--- src/rtl/fifo_wr_arbiter.sv ---
// +----------------------------------------------------------------------------+
// | fifo_wr_arbiter                                                            |
// | Round-robin, packet-atomic, burst-capped sharing of the fifo_asyn write    |
// | port among NUM_REQ write-domain requesters.                                |
// | Revision: 1.0                                                              |
// +----------------------------------------------------------------------------+
`default_nettype none

module fifo_wr_arbiter #(
  parameter int DATA_WIDTH = 8,
  parameter int NUM_REQ    = 4,
  parameter int MAX_BURST  = 8,
  localparam int GW        = $clog2(NUM_REQ)
) (
  input  logic                          w_clk,
  input  logic                          w_rstn,
  input  logic [NUM_REQ-1:0]            req,
  input  logic [NUM_REQ-1:0]            last,
  input  logic [NUM_REQ*DATA_WIDTH-1:0] req_data,
  output logic [NUM_REQ-1:0]            ack,
  input  logic                          full,
  output logic                          w_en,
  output logic [DATA_WIDTH-1:0]         w_data,
  output logic [GW-1:0]                 grant_id,
  output logic                          busy
);

  localparam int CW = $clog2(MAX_BURST) + 1;

  typedef enum logic [0:0] {
    IDLE = 1'b0,
    BUSY = 1'b1
  } state_t;

  state_t                r_state;
  state_t                w_state_nxt;
  logic [GW-1:0]         r_grant_id;
  logic [GW-1:0]         w_grant_nxt;
  logic [GW-1:0]         r_last_grant;
  logic [GW-1:0]         w_last_grant_nxt;
  logic [CW-1:0]         r_burst_cnt;
  logic [CW-1:0]         w_burst_nxt;
  logic [GW-1:0]         w_cand;
  logic [GW-1:0]         w_pick;
  logic                  w_found;
  logic                  w_xfer;
  logic                  w_end;
  logic [NUM_REQ-1:0]    w_one;
  logic [DATA_WIDTH-1:0] w_slice [NUM_REQ];

  generate
    for (genvar g = 0; g < NUM_REQ; g++) begin : g_slice
      assign w_slice[g] = req_data[g*DATA_WIDTH +: DATA_WIDTH];
    end
  endgenerate

  // First requesting index after the previous owner, wrapping around.
  always_comb begin
    w_found = 1'b0;
    w_pick  = '0;
    w_cand  = '0;
    for (int k = 1; k <= NUM_REQ; k++) begin
      w_cand = GW'((int'(r_last_grant) + k) % NUM_REQ);
      if (!w_found && req[w_cand]) begin
        w_found = 1'b1;
        w_pick  = w_cand;
      end
    end
  end

  always_comb begin
    w_state_nxt      = r_state;
    w_grant_nxt      = r_grant_id;
    w_last_grant_nxt = r_last_grant;
    w_burst_nxt      = r_burst_cnt;
    w_one            = NUM_REQ'(1);
    w_xfer           = (r_state == BUSY) && req[r_grant_id] && !full;
    w_end            = w_xfer && (last[r_grant_id] ||
                                  (r_burst_cnt == CW'(MAX_BURST - 1)));
    ack              = '0;
    w_en             = 1'b0;
    w_data           = '0;

    case (r_state)
      IDLE: begin
        if (w_found) begin
          w_grant_nxt = w_pick;
          w_burst_nxt = '0;
          w_state_nxt = BUSY;
        end
      end
      BUSY: begin
        if (w_xfer) begin
          ack    = w_one << r_grant_id;
          w_en   = 1'b1;
          w_data = w_slice[r_grant_id];
          // Packet end and burst cap landing together close one grant only.
          if (w_end) begin
            w_last_grant_nxt = r_grant_id;
            w_burst_nxt      = '0;
            w_state_nxt      = IDLE;
          end else begin
            w_burst_nxt = r_burst_cnt + CW'(1);
          end
        end
      end
      default: w_state_nxt = IDLE;
    endcase
  end

  always_ff @(posedge w_clk or negedge w_rstn) begin
    if (!w_rstn) begin
      r_state      <= IDLE;
      r_grant_id   <= '0;
      r_last_grant <= GW'(NUM_REQ - 1);
      r_burst_cnt  <= '0;
    end else begin
      r_state      <= w_state_nxt;
      r_grant_id   <= w_grant_nxt;
      r_last_grant <= w_last_grant_nxt;
      r_burst_cnt  <= w_burst_nxt;
    end
  end

  assign grant_id = r_grant_id;
  assign busy     = (r_state == BUSY);

endmodule

`default_nettype wire

--- config.mk ---
export PLATFORM = sky130hd
export DESIGN_NAME = fifo_wr_arbiter
export DESIGN_NICKNAME = d
export VERILOG_FILES = /design/src/rtl/fifo_wr_arbiter.sv
export SDC_FILE = /design/constraint.sdc
export NUM_CORES = 1
export LEC_CHECK = 0
export BUFFER_PORTS_ARGS = -buffer_cell sky130_fd_sc_hd__buf_4
export CAP_MARGIN = 0
export CORE_ASPECT_RATIO = 1.2
export CORE_MARGIN = 4
export CORE_UTILIZATION = 41
export CTS_CLUSTER_DIAMETER = 100
export DETAILED_ROUTE_END_ITERATION = 10
export PLACE_DENSITY_LB_ADDON = 0.2
export SLEW_MARGIN = 20
export SYNTH_ARGS = -nofsm -noshare
export SYNTH_HDL_FRONTEND = slang
export SYNTH_SLANG_ARGS = --single-unit
--- constraint.sdc ---
create_clock -name w_clk -period 2.5 [get_ports w_clk]
set_clock_uncertainty 0.15 [all_clocks]
set_input_delay 0.25 -clock w_clk [delete_from_list [all_inputs] [get_ports w_clk]]
set_output_delay 0.25 -clock w_clk [all_outputs]
set_load 0.005 [all_outputs]
==> impl_metrics.tcl, run 1 <==
set metrics [dict create \
    num_rows 18 \
    cp_common_cell "buf_4" \
    io_buffers 58 \
    cts_sinks 9 \
    clockBufferDepth 2 \
    timing.max_cap.violations 0 \
    slowest_delay_ns 0.57 \
    detail_route.wl_per_cell_um 15.2 \
    arrival_ns 1.95 \
    drv_slew 0 \
    io_pins 59 \
    cts_setup_buffers 0 \
    top_usage_layer "met2" \
    initialDrtViolationCount 31 \
    path_class "reg -> out" \
    crit_chain "buf_4 > mux4_1 > and3_1 > buf_4" \
    yosys.cell_types.count 36 \
    cpMaxStageDelayCell "mux4_1" \
    dr.pass1.iters 4 \
    cp-end-kind "primary output" \
    rsz0062_at_grt "no" \
    cts_tree "built" \
    grt.total_usage_pct 18.0 \
    synth_area_leader_cell "dfrtp_1" \
    status "completed" \
    gr-total-overflow 0 \
    crit_family "multiplexers" \
    synth_seq_cells 9 \
    cts-root-buf "clkbuf_4" \
    insertion_delay_ns 0.26 \
    timing.final.crit_share_pct 94.0 \
    grt_use_met3_pct 4.56 \
    area_growth_pct 56.9 \
    vias 941 \
    grt_pass1_vias 905 \
    num_antenna_cells 0 \
    syn_area_per_cell_um2 10.8 \
    die_w_um 50.2 \
    place_congestion 0.879 \
    die-area_um2 2950 \
    postSynthCellCount 81 \
    fin_tns_setup_ns 0 \
    max_freq_ghz 0.425 \
    nNetsFinal 186 \
    worst_slew_pin_slew_ns 0.471 \
    start_util_pct 42.8 \
    stdcell_count 171 \
    finalCriticalPeriod_ns 2.35 \
    dp.cells 166 \
    timing.final.hold_violations 0 \
    cts-htree-levels 1 \
    ant_nets 0 \
    worst-path-buf-inv 2 \
    yosysSeqAreaShare_pct 26.0 \
    viasPerCell 5.50 \
    grt_pass1_wl_mm 4.09 \
    antenna_found_initial 0 \
    synth_top_area_share_pct 20.0 \
    ir_worst_vdd_v 0.000539 \
    grt_util_met1_pct 20.5 \
    wl_mm 2.59 \
    grt_max_degree 15 \
    p_per_area_nw_per_um2 740 \
    leakagePower_nw 0.689 \
    drive_gt1_share_pct 56.0 \
    fillCellCount 167 \
    syn-cell-area_um2 877 \
    setup_viol 0 \
    met2_usage_pct 32.1 \
    fp.dieH_um 58.7 \
    coreArea_um2 2050 \
    clk_pin_slew_worst_paths_ns 0.06 \
    drc 0 \
    slew_headroom_pct 68.3 \
    ys_top_cells_by_area "dfrtp_1 20%, mux4_2 15%, mux4_1 12%" \
    dp_hpwl_mm 2.14 \
    critical_path.max_fanout 9 \
    syn_nets 125 \
    yosys_warnings 0 \
    cp.required_ns 2.10 \
    holdCritPathClass "in -> async" \
    numCtsBuffers 3 \
    cp-start-kind "flip-flop" \
]
==> cells in the final DEF (no fill, tap or decap), types with 2 or more instances in the layout <==
master and n:
clkbuf_4 3, inv_1 5, o211ai_1 2, nand2_1 5, nand3_1 6, mux4_1 4
o21ai_0 4, mux2_2 2, mux4_2 6, and3_1 8, nor2b_1 2, dfrtp_1 7
buf_4 61, a21oi_1 2, dfstp_2 2
==> power by group <==
| part | total [mW] | internal (mW) | switching (mW) |
|---|---|---|---|
| Combinational | 0.630 | 0.387 | 0.243 |
| Sequential | 0.280 | 0.207 | 0.0726 |
| Clock | 0.109 | 0.0613 | 0.0478 |
==> cell type report <==
cell class	count	area (um2)	area share [%]
flip-flops and latches	9	228	16.5
clock buffers	4	26.3	1.91
multi-input cells	61	598	43.5
repair buffers	62	468	34.0
well taps	30	37.5	2.73
inverters	5	18.8	1.36
==> sequential cells by signal, summed over array words and instances (netlist names) <==
register / flops
busy: 1
r_last_grant: 2
r_burst_cnt: 4
grant_id: 2
==> worst paths after layout <==
kind,from,end,slack (ns),cells past startpoint
setup / recovery,grant_id[0],w_data[3],0.15,4
hold / removal,w_rstn,grant_id[1],0.19,2
setup reg to reg,grant_id[0],r_last_grant[1],0.37,5
hold reg to reg,r_burst_cnt[0],r_burst_cnt[0],0.38,1
max in group asynchronous,w_rstn,r_last_grant[0],1.80,2
min in group w_clk,req[2],grant_id[1],0.19,3
==> cells by family after synthesis <==
kind of cell | after synthesis | synth area share, %
flops | 9 | 26.0
compound gates | 14 | 12.3
fa+ha+maj | 1 | 1.43
simple gates | 33 | 23.4
mux | 13 | 31.1
buf+inv | 11 | 5.85
==> cells in the mapped netlist (all sizes together) <==
master,n
or2,2
mux4,10
or4b,1
and3b,1
mux2i,1
clkbuf,3
buf,3
mux2,2
nand2b,1
o22ai,1
dfrtp,7
and4,1
a21oi,2
o211ai,2
o32ai,1
nor3,1
a22oi,1
nand3,6
inv,5
o31ai,1
nor4bb,1
nor4,1
and3,8
ha,1
o21bai,1
o31a,1
o21ai,4
and2b,1
dfstp,2
nor2b,2
and4b,1
nand2,6
==> routing by layer <==
layer  part of all wire [%]  vias up
li1                       -      444
met1                     38      438
met2                     50       55
met3                     10        4
met4                    1.3        0
met5                      0        -
==> repair_timing <==
action,4_1_cts,5_1_grt
gates resized for setup,0,0
endpoints found under the hold margin,9,0
hold buffers,1,0
==> metrics by stage <==
step	area [um2]	power [mW]	util, %	setup WS (ns)	hold slack [ns]
6_report	1380	1.02	67.2	0.149	0.192
4_1_cts	1380	1.03	67.2	0.115	0.180
2_1_floorplan	877	0.689	-	0.609	-0.196
3_5_place_dp	1340	0.915	65.4	0.381	-0.0745
5_1_grt	1380	1.10	67.2	0.0383	0.221
3_3_place_gp	1340	0.897	65.4	0.418	-0.0755
(Power assumes the default switching activity.)
==> run 2, diff against run 1 <==
--- a/config.mk
+++ b/config.mk
@@ -7,7 +7,7 @@
 export LEC_CHECK = 0
 export BUFFER_PORTS_ARGS = -buffer_cell sky130_fd_sc_hd__buf_4
 export CAP_MARGIN = 0
-export CORE_ASPECT_RATIO = 1.2
+export CORE_ASPECT_RATIO = 1.5
 export CORE_MARGIN = 4
 export CORE_UTILIZATION = 41
 export CTS_CLUSTER_DIAMETER = 100
==> run 2 against run 1 <==
Sequential cell count unchanged. Sequential power grew 6%. Power grew 0.11%. Cell area is 0.64% lower. Count of clock-buffer cells in the layout unchanged. Largest cell class unchanged.
==> impl_metrics.tcl, run 2 (synthesis gave the netlist of run 1 again) <==
set metrics [dict create \
    fin_ws_ns 0.254 \
    r2r_slack_ns 0.47 \
    finalCriticalPeriod_ns 2.25 \
    fp.dieH_um 64.6 \
    grt_max_degree 14 \
    p_per_area_nw_per_um2 746 \
    nNetsFinal 186 \
    critical_path.max_fanout 11 \
    cts_sinks 9 \
    cts-root-buf "clkbuf_4" \
    timing.final.crit_share_pct 89.8 \
    coreArea_um2 2030 \
    die-area_um2 2960 \
    drc 0 \
    path_class "reg -> out" \
    cts_setup_buffers 0 \
    grt_util_met1_pct 19.0 \
    grt_use_met3_pct 4.44 \
    grt.total_usage_pct 18.1 \
    drv_slew 0 \
    num_antenna_cells 0 \
    vias 918 \
    largest_register "r_burst_cnt" \
    clockBufferDepth 2 \
    gr-total-overflow 0 \
    num_rows 20 \
    place_congestion 0.823 \
    status "completed" \
    ir_worst_vdd_v 0.000662 \
    cts-htree-levels 1 \
    cp-end-kind "primary output" \
    worst_slew_pin_slew_ns 0.539 \
    holdCritPathClass "in -> async" \
    timing.max_cap.violations 0 \
    io_pins 59 \
    cts_tree "built" \
    layout_common_cells "61 x buf_4, 8 x and3_1, 6 x mux4_2, 6 x nand3_1, 6 x dfrtp_1" \
    top_usage_layer "met2" \
    leakagePower_nw 0.688 \
    ant_nets 0 \
    postLayoutCellArea_um2 1370 \
    cp.required_ns 2.10 \
    rsz0062_at_grt "no" \
    io_buffers 58 \
    largest_register_ffs 4 \
    arrival_ns 1.85 \
    fin_tns_setup_ns 0 \
    max_freq_ghz 0.445 \
    cp-start-kind "flip-flop" \
    drive_gt1_share_pct 56.7 \
    slew_headroom_pct 63.7 \
    timing.final.hold_violations 0 \
    place_ws_ns 0.346 \
    fin_util_pct 67.5 \
    met2_usage_pct 32.2 \
    numCtsBuffers 3 \
    postPlaceCellArea_um2 1330 \
    antenna_found_initial 0 \
    start_util_pct 43.3 \
    initialDrtViolationCount 9 \
    die_w_um 45.8 \
    dr.pass1.iters 4 \
    grt_pass1_vias 900 \
    setup_viol 0 \
    final_common_cell "buf_4" \
    grt_pass1_wl_mm 3.96 \
    area_growth_pct 55.9 \
    dp_hpwl_mm 2.22 \
    insertion_delay_ns 0.27 \
    clk_pin_slew_worst_paths_ns 0.06 \
    detail_route.wl_per_cell_um 16.3 \
    wl_mm 2.65 \
    viasPerCell 5.63 \
]
==> run 2: changes by cell type in the layout (fill, tap and decap cells not counted) <==
cell,before,now
dfrtp_1,7,6
dfrtp_2,0,1
==> run 2: routing by layer <==
layer / wire [um] / up-vias
li1: - / 439
met1: 900 / 432
met2: 1370 / 44
met3: 345 / 3
met4: 38 / 0
met5: 0 / -
==> run 2: repair_timing <==
action,CTS,global route
resized for setup,0,1
setup endpoints to repair,0,1
hold buffers,1,0
endpoints found under the hold margin,9,0
==> run 2: power by group <==
group | internal, mW | switching (mW)
Combinational | 0.387 | 0.223
Sequential | 0.208 | 0.0886
Clock | 0.0616 | 0.0518
==> run 2: path summary, 6_finish.rpt <==
| kind | from | end | cells after the start |
|---|---|---|---|
| setup / recovery | grant_id[0] | w_data[2] | 4 |
| hold / removal | w_rstn | busy | 2 |
| setup reg to reg | grant_id[0] | r_last_grant[1] | 5 |
| hold reg to reg | r_burst_cnt[0] | r_burst_cnt[0] | 1 |
| max in group asynchronous | w_rstn | r_last_grant[1] | 2 |
| min in group w_clk | req[2] | busy | 3 |
==> run 2: final cells by class <==
class                   instances  area (um2)
well taps                      22        27.5
repair buffers                 62         468
multi-input cells              61         598
flip-flops and latches          9         229
fillers                       176         659
inverters                       5        18.8
clock buffers                   4        26.3
==> run 2: worst max-delay path, stage by stage, from the launching register on <==
cell	delay [ns]
dfrtp_2	0.49
buf_4	0.21
mux4_1	0.55
and3_1	0.20
buf_4	0.13
==> run 2: stage by stage <==
step / std cells / power [mW] / hold slack [ns]
global placement: 158 / 0.897 / -0.0742
finish: 163 / 1.02 / 0.186
CTS: 163 / 1.03 / 0.173
global route: 163 / 1.12 / 0.196
detailed placement: 158 / 0.916 / -0.0723
floorplan: 81 / 0.689 / -0.196
==> run 3, diff against run 2 <==
--- a/config.mk
+++ b/config.mk
@@ -5,11 +5,12 @@
 export SDC_FILE = /design/constraint.sdc
 export NUM_CORES = 1
 export LEC_CHECK = 0
+export ABC_AREA = 1
 export BUFFER_PORTS_ARGS = -buffer_cell sky130_fd_sc_hd__buf_4
 export CAP_MARGIN = 0
 export CORE_ASPECT_RATIO = 1.5
 export CORE_MARGIN = 4
-export CORE_UTILIZATION = 41
+export CORE_UTILIZATION = 43
 export CTS_CLUSTER_DIAMETER = 100
 export DETAILED_ROUTE_END_ITERATION = 10
 export PLACE_DENSITY_LB_ADDON = 0.2
==> run 3 against run 2 <==
Utilization down 0.58 points. Critical path depth up 4. Routed wire length up 15%. Highest routed layer unchanged. Largest cell class unchanged. Sequential cell count unchanged. Via count up 40%. Non-clock buffer count unchanged.
==> impl_metrics.tcl, run 3 <==
set metrics [dict create \
    worst_slew_pin_slew_ns 0.340 \
    fin_ws_ns 0.251 \
    async_flop_share_pct 100 \
    leakagePower_nw 0.834 \
    rsz0062_at_grt "no" \
    p_per_area_nw_per_um2 907 \
    wl_mm 3.06 \
    syn_area_per_cell_um2 5.76 \
    drc 0 \
    layout_common_cells "78 x nand2_1, 61 x buf_4, 19 x inv_1" \
    cts_tree "built" \
    cp.required_ns 2.10 \
    num_antenna_cells 0 \
    start_util_pct 44.6 \
    die-area_um2 3140 \
    numCtsBuffers 3 \
    path_class "reg -> out" \
    clk_pin_slew_worst_paths_ns 0.06 \
    cp-start-kind "flip-flop" \
    grt.total_usage_pct 19.6 \
    fin_util_pct 66.9 \
    yosysSeqAreaShare_pct 23.1 \
    yosysMostFrequentCell "nand2_1" \
    status "completed" \
    gr-total-overflow 0 \
    ys_top_cells_by_area "nand2_1 30%, dfrtp_1 18%, nand3_1 7.6%" \
    finalCriticalPeriod_ns 2.25 \
    dp_hpwl_mm 2.59 \
    largest_register_ffs 4 \
    fp.dieH_um 66.6 \
    dr.pass1.iters 4 \
    timing.final.crit_share_pct 90.0 \
    place_congestion 0.891 \
    slew_headroom_pct 77.1 \
    holdCritPathClass "in -> async" \
    num_rows 21 \
    io_pins 59 \
    cts-htree-levels 1 \
    viasPerCell 5.02 \
    nNetsFinal 278 \
    timing.max_cap.violations 0 \
    max_freq_ghz 0.445 \
    clockBufferDepth 2 \
    cts-root-buf "clkbuf_4" \
    ant_nets 0 \
    insertion_delay_ns 0.25 \
    syn-cell-area_um2 985 \
    synth_area_leader_cell "nand2_1" \
    area_growth_pct 49.9 \
    cts_sinks 9 \
    synth_ff_type "dfrtp_1" \
    synth_top_area_share_pct 29.7 \
    arrival_ns 1.85 \
    initialDrtViolationCount 32 \
    synth_seq_cells 9 \
    cp-end-kind "primary output" \
    drv_slew 0 \
    yosys_warnings 0 \
    postSynthCellCount 171 \
    drive_gt1_share_pct 31.3 \
    r2r_start "r_last_grant[0]" \
    detail_route.wl_per_cell_um 11.9 \
    ir_worst_vdd_v 0.000593 \
    slowest_delay_ns 0.45 \
    vias 1284 \
    final_common_cell "nand2_1" \
    io_buffers 58 \
    grt_max_degree 18 \
    yosys.cell_types.count 23 \
    synth_commonest_cells "78 x nand2_1, 19 x inv_1, 15 x nand3_1" \
    fin_tns_setup_ns 0 \
    largest_register "r_burst_cnt" \
    antenna_found_initial 0 \
    timing.final.hold_violations 0 \
    place_ws_ns 0.354 \
    setup_viol 0 \
    coreArea_um2 2210 \
    critical_path.max_fanout 17 \
    cpMaxStageDelayCell "dfrtp_1" \
    crit_chain "inv_1 > nand2_1 > o21ai_0 > nor2_1 > nor2_4 > inv_2 > nor3_1 > buf_4" \
    syn_nets 215 \
    crit_start "grant_id[1]" \
    synth_edf_count 0 \
    grt_pass1_wl_mm 4.60 \
    die_w_um 47.1 \
    grt_pass1_vias 1175 \
]
-- run 3: changes by cell type after synthesis, moves of 3 or more --
cell,change
nand2_1,+73
inv_1,+14
nand3_1,+9
a31oi_1,+8
and3_1,-8
a22oi_1,+7
nor2_1,+7
mux4_2,-6
mux4_1,-4
o21ai_0,+4
clkbuf_1,-3
-- run 3: layer usage --
metal  global-route usage [%]  share of wire, %  vias up
met2                     37.6                54       49
li1                         -                 -      677
met3                     1.08               6.6        8
met1                     20.5                38      550
met4                     7.61               2.1        0
met5                        0                 0        -
-- run 3: logic make-up (layout without fill, tap and decap cells) --
family,after synthesis,after routing,share of synthesized area (%)
buffers and inverters,26,88,11.7
DFF,9,9,23.1
xor gates and xnor gates,2,2,1.78
adders and majority gates,1,1,1.27
and+or+nand+nor,107,107,45.2
AOI/OAI and AO/OA,26,26,16.9
-- run 3: through the flow --
step	area, um2	hold WS (ns)	cells	power [mW]
after CTS	1460	0.188	254	1.33
after floorplan	985	-0.196	171	0.924
after global placement	1420	-0.0685	249	1.19
after global routing	1480	0.219	256	1.50
final	1480	0.212	256	1.34
after detailed placement	1420	-0.0708	249	1.21
-- run 3: layout make-up --
| cell class | instances | area (um2) |
|---|---|---|
| sequential | 9 | 229 |
| clock buffer | 4 | 26.3 |
| fill | 217 | 731 |
| timing repair buffer | 62 | 468 |
| inverter | 22 | 82.6 |
| tap | 23 | 28.8 |
| multi-input combinational | 136 | 642 |
-- run 3: worst max-delay path: cells and delay by family, from the launching register on --
kind            cells  cell delay (ns)
buf+inv             3             0.47
simple gates        4             0.50
compound gates      1             0.16
flops               1             0.45
-- run 3: worst paths after layout --
| kind | endpoint | slack [ns] | cells after the start |
|---|---|---|---|
| worst max register to register | r_burst_cnt[2] | 0.34 | 9 |
| min in group w_clk | r_burst_cnt[0] | 0.31 | 6 |
| worst min-delay path | busy | 0.21 | 2 |
| max in group asynchronous | r_last_grant[1] | 1.77 | 2 |
| worst min register to register | r_burst_cnt[0] | 0.39 | 1 |
| worst max-delay path | ack[2] | 0.25 | 8 |
-- run 3: power by group --
part	switching, mW	leakage, nW	internal, mW
clock	0.0463	0.0150	0.0612
combinational	0.528	0.710	0.392
sequential	0.0971	0.109	0.215
total	0.671	0.834	0.669
-- run 3: timing repair --
action / 4_1_cts / 5_1_grt
gates resized for setup: 0 / 1
buffers inserted: 0 / 2
endpoints found under the setup margin: 0 / 7
hold endpoints to repair: 9 / 0
hold buffers: 1 / 0
